===== src/rtl/if_stage_pkg.sv =====
// Shared pipeline definitions for the fetch stage and its IF/ID consumers.
//   XLEN              - datapath width
//   DEFAULT_RESET_PC  - PC loaded on reset
//   DEFAULT_NOP_INSTR - addi x0,x0,0, used to fill IF/ID on reset or flush
//   if_id_t           - IF/ID bundle layout, shared with id_stage
package if_stage_pkg;

    localparam int unsigned XLEN = 32;

    localparam logic [XLEN-1:0] DEFAULT_RESET_PC  = 32'h0000_0000;
    localparam logic [XLEN-1:0] DEFAULT_NOP_INSTR = 32'h0000_0013;

    typedef struct packed {
        logic [XLEN-1:0] pc;
        logic [XLEN-1:0] pc_plus4;
        logic [XLEN-1:0] instr;
        logic            valid;
        logic            misaligned;
    } if_id_t;

    // Bubble contents: NOP, not valid, pc fields zeroed.
    function automatic if_id_t if_id_bubble(input logic [XLEN-1:0] nop);
        if_id_t b;
        b.pc         = '0;
        b.pc_plus4   = '0;
        b.instr      = nop;
        b.valid      = 1'b0;
        b.misaligned = 1'b0;
        return b;
    endfunction

endpackage


===== src/rtl/if_stage_if.sv =====
// Fetch-stage bus: control from hazard unit / EX, instruction memory port and
// IF/ID outputs.
//   master - the fetch stage side (drives imem_addr and IF/ID outputs)
//   slave  - the surrounding pipeline / memory side
interface if_stage_if;
    import if_stage_pkg::*;

    logic            stall;
    logic            redirect;
    logic [XLEN-1:0] redirect_target;
    logic [XLEN-1:0] imem_addr;
    logic [XLEN-1:0] imem_instr;
    logic [XLEN-1:0] if_id_pc;
    logic [XLEN-1:0] if_id_pc_plus4;
    logic [XLEN-1:0] if_id_instr;
    logic            if_id_valid;
    logic            if_id_misaligned;
    logic [XLEN-1:0] fetch_count;

    modport master (
        input  stall, redirect, redirect_target, imem_instr,
        output imem_addr, if_id_pc, if_id_pc_plus4, if_id_instr, if_id_valid,
               if_id_misaligned, fetch_count
    );

    modport slave (
        output stall, redirect, redirect_target, imem_instr,
        input  imem_addr, if_id_pc, if_id_pc_plus4, if_id_instr, if_id_valid,
               if_id_misaligned, fetch_count
    );

endinterface


===== src/rtl/if_stage_pc_reg.sv =====
// Program counter with next-PC selection. Priority: redirect > stall > advance.
//   clk, reset       - clock, asynchronous active-high reset
//   stall            - hold PC
//   redirect         - load redirect_target
//   redirect_target  - new PC
//   pc_q             - current PC (always word-aligned)
//   misalign_q       - current PC came from a target with nonzero low bits
module if_stage_pc_reg
    import if_stage_pkg::*;
#(
    parameter logic [XLEN-1:0] RESET_PC = DEFAULT_RESET_PC
) (
    input  logic            clk,
    input  logic            reset,
    input  logic            stall,
    input  logic            redirect,
    input  logic [XLEN-1:0] redirect_target,
    output logic [XLEN-1:0] pc_q,
    output logic            misalign_q
);

    logic [XLEN-1:0] pc_d;
    logic            misalign_d;

    always_comb begin
        pc_d       = pc_q;
        misalign_d = misalign_q;
        if (redirect) begin
            // Store the aligned address so sequential fetches and the IF/ID pc
            // continue from the word boundary; the low bits only set the flag.
            pc_d       = {redirect_target[XLEN-1:2], 2'b00};
            misalign_d = |redirect_target[1:0];
        end else if (!stall) begin
            pc_d       = pc_q + 32'd4;
            misalign_d = 1'b0;
        end
    end

    always_ff @(posedge clk or posedge reset) begin
        if (reset) begin
            pc_q       <= {RESET_PC[XLEN-1:2], 2'b00};
            misalign_q <= 1'b0;
        end else begin
            pc_q       <= pc_d;
            misalign_q <= misalign_d;
        end
    end

endmodule


===== src/rtl/if_stage.sv =====
// Instruction-fetch stage: drives the fetch address, captures the returned
// instruction into the IF/ID register and counts delivered instructions.
//   clk, reset - clock, asynchronous active-high reset
//   bus        - if_stage_if.master: stall/redirect control, imem port,
//                IF/ID outputs and fetch_count
module if_stage
    import if_stage_pkg::*;
#(
    parameter logic [XLEN-1:0] RESET_PC  = DEFAULT_RESET_PC,
    parameter logic [XLEN-1:0] NOP_INSTR = DEFAULT_NOP_INSTR
) (
    input logic          clk,
    input logic          reset,
    if_stage_if.master   bus
);

    logic [XLEN-1:0] pc_q;
    logic            misalign_q;
    if_id_t          if_id_q;
    if_id_t          if_id_d;
    logic [XLEN-1:0] fetch_count_q;
    logic [XLEN-1:0] fetch_count_d;

    if_stage_pc_reg #(
        .RESET_PC (RESET_PC)
    ) u_pc_reg (
        .clk             (clk),
        .reset           (reset),
        .stall           (bus.stall),
        .redirect        (bus.redirect),
        .redirect_target (bus.redirect_target),
        .pc_q            (pc_q),
        .misalign_q      (misalign_q)
    );

    assign bus.imem_addr = {pc_q[XLEN-1:2], 2'b00};

    always_comb begin
        if_id_d       = if_id_q;
        fetch_count_d = fetch_count_q;
        if (bus.redirect) begin
            if_id_d = if_id_bubble(NOP_INSTR);
        end else if (!bus.stall) begin
            if_id_d.pc         = pc_q;
            if_id_d.pc_plus4   = pc_q + 32'd4;
            if_id_d.instr      = bus.imem_instr;
            if_id_d.valid      = 1'b1;
            if_id_d.misaligned = misalign_q;
            fetch_count_d      = fetch_count_q + 32'd1;
        end
    end

    always_ff @(posedge clk or posedge reset) begin
        if (reset) begin
            if_id_q       <= if_id_bubble(NOP_INSTR);
            fetch_count_q <= '0;
        end else begin
            if_id_q       <= if_id_d;
            fetch_count_q <= fetch_count_d;
        end
    end

    assign bus.if_id_pc         = if_id_q.pc;
    assign bus.if_id_pc_plus4   = if_id_q.pc_plus4;
    assign bus.if_id_instr      = if_id_q.instr;
    assign bus.if_id_valid      = if_id_q.valid;
    assign bus.if_id_misaligned = if_id_q.misaligned;
    assign bus.fetch_count      = fetch_count_q;

endmodule


===== src/flat_wrapper.sv =====
// flat-port wrapper written by rule: the top's interface ports become plain ports
module if_stage_flat import if_stage_pkg::*;
#(
    parameter logic [XLEN-1:0] RESET_PC  = DEFAULT_RESET_PC,
    parameter logic [XLEN-1:0] NOP_INSTR = DEFAULT_NOP_INSTR
)
  (clk, reset, bus_stall, bus_redirect, bus_redirect_target, bus_imem_instr, bus_imem_addr, bus_if_id_pc, bus_if_id_pc_plus4, bus_if_id_instr, bus_if_id_valid, bus_if_id_misaligned, bus_fetch_count);
  if_stage_if bus_i ();
  input logic clk;
  input logic reset;
  input wire logic [$bits(bus_i.stall)-1:0] bus_stall;
  input wire logic [$bits(bus_i.redirect)-1:0] bus_redirect;
  input wire logic [$bits(bus_i.redirect_target)-1:0] bus_redirect_target;
  input wire logic [$bits(bus_i.imem_instr)-1:0] bus_imem_instr;
  output wire logic [$bits(bus_i.imem_addr)-1:0] bus_imem_addr;
  output wire logic [$bits(bus_i.if_id_pc)-1:0] bus_if_id_pc;
  output wire logic [$bits(bus_i.if_id_pc_plus4)-1:0] bus_if_id_pc_plus4;
  output wire logic [$bits(bus_i.if_id_instr)-1:0] bus_if_id_instr;
  output wire logic [$bits(bus_i.if_id_valid)-1:0] bus_if_id_valid;
  output wire logic [$bits(bus_i.if_id_misaligned)-1:0] bus_if_id_misaligned;
  output wire logic [$bits(bus_i.fetch_count)-1:0] bus_fetch_count;
  assign bus_i.stall = bus_stall;
  assign bus_i.redirect = bus_redirect;
  assign bus_i.redirect_target = bus_redirect_target;
  assign bus_i.imem_instr = bus_imem_instr;
  assign bus_imem_addr = bus_i.imem_addr;
  assign bus_if_id_pc = bus_i.if_id_pc;
  assign bus_if_id_pc_plus4 = bus_i.if_id_pc_plus4;
  assign bus_if_id_instr = bus_i.if_id_instr;
  assign bus_if_id_valid = bus_i.if_id_valid;
  assign bus_if_id_misaligned = bus_i.if_id_misaligned;
  assign bus_fetch_count = bus_i.fetch_count;
  if_stage #(.RESET_PC(RESET_PC), .NOP_INSTR(NOP_INSTR)) u_core (.clk(clk), .reset(reset), .bus(bus_i));
endmodule

===== config.mk =====
export PLATFORM = sky130hd
export DESIGN_NAME = if_stage_flat
export DESIGN_NICKNAME = d
export VERILOG_FILES = /design/src/rtl/if_stage_pkg.sv /design/src/rtl/if_stage_if.sv /design/src/rtl/if_stage_pc_reg.sv /design/src/rtl/if_stage.sv /design/src/flat_wrapper.sv
export SDC_FILE = /design/constraint.sdc
export NUM_CORES = 1
export LEC_CHECK = 0
export CAP_MARGIN = 20
export CORE_UTILIZATION = 35
export CTS_BUF_LIST = sky130_fd_sc_hd__clkbuf_4
export CTS_CLUSTER_DIAMETER = 200
export DETAILED_ROUTE_END_ITERATION = 16
export GPL_TIMING_DRIVEN = 0
export PLACE_DENSITY = 0.68
export SLEW_MARGIN = 20
export SYNTH_ARGS = -nofsm -noshare
export SYNTH_HDL_FRONTEND = slang
export SYNTH_HIERARCHICAL = 1
export SYNTH_SLANG_ARGS = --single-unit

===== constraint.sdc =====
create_clock -name clk -period 5.6 [get_ports clk]
set_clock_uncertainty 0.15 [all_clocks]
set_input_delay 1.12 -clock clk [delete_from_list [all_inputs] [get_ports clk]]
set_output_delay 1.12 -clock clk [all_outputs]
set_load 0.01 [all_outputs]

* Word level (Yosys, flattened, before mapping)
Cells that the tools add are included.
** Storage, ports and cells
- Flip-flop bits (word level) :: 163
- Input port bits :: 68
- Output and inout bits :: 162
** Cells by class
- $add $sub $neg :: 2
- Equality and inequality tests :: 1
- Muxes and demuxes :: 6
- Bitwise gates (word level) :: 2
- Reduce and logical (&&, ||, !) cells :: 2
** Operators with widths (number)
- 98-bit 2-to-1 mux :: 2
- 32-bit 2-to-1 mux :: 2
- 32-bit by 1-bit adder with 32-bit output (second input constant) :: 1
- 32-bit by 3-bit adder with 32-bit output (second input constant) :: 1
- 1-bit 2-to-1 mux :: 2
- 2-bit by 1-bit inequality test with 1-bit output (second input constant) :: 1
- 1-bit NOT :: 2
- 2-bit AND reduction :: 1
- 2-bit OR reduction :: 1

* Logic depth before layout (Yosys ltp)
- Depth in word-level cells :: 3
- Gate-level depth with buffers :: 6
- Mapped depth without buffers :: 5

* Hierarchy
Netlist, hierarchy kept.
** By module, submodules not included
- if_stage :: instances 1, cells an instance 562, area each 6000.8 sq um
- if_stage_pc_reg :: instances 1, cells an instance 203, area each 1791.7 sq um

* Worst setup path before layout
No wires, ideal clock.
- Path type :: input-to-reg
- Start :: input port bus_stall
- End :: register u_core.fetch_count_q[31] (netlist: u_core/bus.fetch_count[31])
- Arrival time :: 2.596 ns
- Required time :: 5.371 ns
- Slack :: 2.775 ns
- Stages :: 6
- Path buffers :: 2
- Path through :: clkbuf_1 > or2_4 > or4_4 > buf_6 > nor4_4 > xor2_1
** On the way
- Word-level cells in the longest chain between the ends :: 2
** Ends and longest elaborated chain
- start: declaration :: RTL line flat_wrapper.sv:11 : input wire logic [$bits(bus_i.stall)-1:0] bus_stall;
- 1-bit NOT (no source line)
- 2-bit AND reduction (no source line)
- end signal: assignment :: RTL line if_stage.sv:59 : fetch_count_q <= fetch_count_d;
- end: declaration :: RTL line if_stage.sv:21 : logic [XLEN-1:0] fetch_count_q;
Every way passes these cells.
A chain may end at the register's enable or synchronous reset.

* Worst setup path after layout
- Start :: input port bus_stall
- End :: register u_core.if_id_q (netlist bit u_core/bus.if_id_pc[16])
** On the way
- Word-level cells in the longest chain between the ends :: 1
** Ends and longest elaborated chain
- 2-bit by 1-bit inequality test with 1-bit output (no source line)
- end signal: assignment :: RTL line if_stage.sv:55 : if_id_q <= if_id_bubble(NOP_INSTR);
- end signal: assignment :: RTL line if_stage.sv:58 : if_id_q <= if_id_d;
- end: declaration :: RTL line if_stage.sv:19 : if_id_t if_id_q;
Every way passes these cells.

==> results by group <==
Outcome
  – Status: finished clean

Layout
  – Most frequent cells in the layout: clkdlybuf4s50_1 (226), dfrtp_1 (156), nor2_1 (110)
  – Design Area, Final: 10700 um2
  – Final nets: 1084
  – Share of layout cells above drive strength 1: 7.12%
  – Area of the multi-input gates: 3490 um2
  – Fillers: 2059
  – Seq. cell area: 3980 um2
  – Inserted Diodes: 0
  – Commonest non-fill, non-tap cell in the layout: clkdlybuf4s50_1
  – Area Growth Syn to Fin: 37.4%

Power and ir drop
  – Pwr Density: 242 nW/um2
  – Leakage: 4.57 nW
  – VDD IR-drop max: 0.000113 V

Floorplanning
  – Rows: 54
  – Die area: 22900 um2
  – Top Ports: 230
  – Starting density of the core: 35.7%
  – Die height: 151 um
  – Core area: 21800 um2
  – Die extent in x: 151 um

Global route
  – Initial antenna violation count: 0
  – GR Util All Layers: 20.0%
  – Number of global-route vias before repair: 6498
  – Largest net degree at the start of global routing: 104
  – Total gr overflow: 0
  – First-pass GRT wire length: 35100 um

Worst setup path
  – CP max stage cell: clkdlybuf4s50_1
  – Delay-heaviest family, CP: buffers and inverters
  – Most frequent CP cell: clkbuf_1
  – Cell Chain, Critical Path: clkdlybuf4s50_1 > clkbuf_1 > clkbuf_1 > buf_1 > mux2i_1 > nor2_1
  – WP buf/inv: 4
  – CP arrival: 3840 ps
  – WP data required: 5890 ps
  – Setup crit end kind: flop
  – Max incr delay on CP: 710 ps
  – Worst R2R Setup Slack: 3110 ps
  – Crit Path Class: in2reg
  – Crit path launch type: input pin
  – Crit-path max FO: 10

Route
  – Routed vias: 6775
  – Drt wl/cell: 17.5 um
  – DRC violations left: 0
  – DRT Pass-1 Iters: 5
  – Drt total wl: 22900 um
  – Detail Route Antenna Nets: 0
  – Iter 0 DRT Violations: 312
  – Drt via density: 5.19

Timing
  – Worst hold slack: 326 ps
  – Relative slew slack: 48.1%
  – Crit path time final: 3550 ps
  – Unrepaired setup endpoints after global routing: no
  – Fin crit share: 63.4%
  – Final Hold Viols: 0
  – Worst-Margin Slew: 778 ps
  – F_max: 282 MHz
  – Max-slew violations: 0
  – Setup violators final: 0

Clock tree
  – Num CTS Buffers: 17
  – Root buffer selected by CTS: clkbuf_4
  – Clock Tree Buf Depth: 2
  – Hold-fix buffers, CTS: 0
  – Post-CTS setup buffers: 0
  – Clock Sinks: 159
  – CTS tree: built
  – Post-CTS sizing: 0
  – Clock latency at the later pin of the worst-skew pair: 550 ps
  – H-tree depth: 4
  – Clk slew on worst S/H paths: 150 ps

Worst hold path
  – Hold Crit Class: reg2reg

Yosys
  – Synthesized cell area: 7790 um2
  – Synth Instances: 765
  – Sequential fraction of the synthesis area: 51.1%
  – Asr flop ratio synth: 100%
  – Synth top area share: 50.1%
  – Main flop type after synthesis: dfrtp_1
  – Mapped Avg Cell Area: 10.2 um2
  – Yosys cell types: 62
  – Leading area contributor after synthesis: dfrtp_1
  – Yosys reg bits: 159
  – EDFF count, synth: 0
  – Area contributors post-synth: dfrtp_1 (50%), mux2i_1 (8.1%), nor2_1 (5.3%)
  – Synth warn: 6

Placement
  – Dpl hpwl: 16800 um
  – Placed cell area: 10400 um2
  – Gpl congestion: 0.839
  – PortBufs: 226

Job
  – Max-cap violation count: 0
[where the power goes]
group / switching, mW / leakage [nW] / internal [mW]
Clock: 0.441 / 0.137 / 0.225
Sequential: 0.130 / 2.02 / 1.24
Combinational: 0.253 / 2.41 / 0.303
[synthesized netlist by cell type (11+ instances only)]
cell type,instances
xor2_1,35
nor2_1,110
inv_1,18
a311oi_1,11
nand3_1,30
o31ai_1,20
nor3_1,13
clkbuf_1,28
dfrtp_1,156
o21ai_0,17
nand4_1,21
xnor2_1,19
nand2_1,59
a31oi_1,14
or4_1,24
mux2i_1,63
[flip-flops by register name (all words and copies together) (netlist names)]
signal,flops
u_core/bus.if_id_misaligned,1
u_core/bus.if_id_instr,32
u_core/bus.if_id_pc_plus4,30
u_core/bus.if_id_pc,32
u_core/u_pc_reg/misalign_q,1
u_core/u_pc_reg/pc_q,30
u_core/bus.fetch_count,32
u_core/bus.if_id_valid,1
[layout make-up]
type	count	area share, %
plain buffers	52	2.35
clock buffers	17	1.19
flip-flops and latches	159	37.2
repair buffers	227	21.4
multi-input cells	536	32.6
inverters	20	0.771
well taps	280	3.27
clock inverters	15	1.24
[final timing paths]
check                                            from                            end  depth (start not counted)
max                                         bus_stall        u_core/bus.if_id_pc[16]                          6
min                        u_core/bus.fetch_count[31]     u_core/bus.fetch_count[31]                          1
max reg2reg                   u_core/u_pc_reg/pc_q[3]  u_core/bus.if_id_pc_plus4[26]                          6
min reg2reg                u_core/bus.fetch_count[31]     u_core/bus.fetch_count[31]                          1
max in group asynchronous                       reset  u_core/bus.if_id_pc_plus4[12]                          3
min in group asynchronous                       reset        u_core/bus.if_id_pc[14]                          2
[cell families after synthesis]
family	share of synthesized area [%]
AND/OR/NAND/NOR	20.9
flip-flops	51.1
AO/OA/AOI/OAI	8.90
buffers and inverters	4.19
multiplexers	8.24
XOR/XNOR	6.07
adder cells (fa/ha/maj)	0.482
other	0.0964
[metrics by stage]
| stage | setup slack, ps | total power, mW | TNS (ps) | utilization, % | instances |
|---|---|---|---|---|---|
| after floorplan | 922 | 1.61 | 0 | - | 767 |
| after global placement | -1180 | 1.94 | -146480 | 47.7 | 1273 |
| after detailed placement | 1450 | 1.95 | 0 | 47.9 | 1274 |
| after CTS | 2080 | 2.63 | 0 | 49.1 | 1306 |
| after global routing | 1970 | 2.73 | 0 | 49.1 | 1306 |
| final | 2050 | 2.59 | 0 | 49.1 | 1306 |
[worst reg2reg max path: cells and delay by family, from the launching register on]
family,cells,cell delay (ps)
and+or+nand+nor,3,1000
DFF,1,510
buffers and inverters,1,190
adders and majority gates,1,290
AOI/OAI and AO/OA,1,260
[routing by layer]
metal / global-route usage (%) / vias to the layer above / wire, um
met5: 0 / - / 0
met4: 7.60 / 0 / 425
met3: 4.58 / 23 / 1550
met2: 31.3 / 268 / 10700
met1: 26.8 / 3254 / 10200
li1: - / 3230 / -
Note: power is estimated with default switching activity, not from simulation.
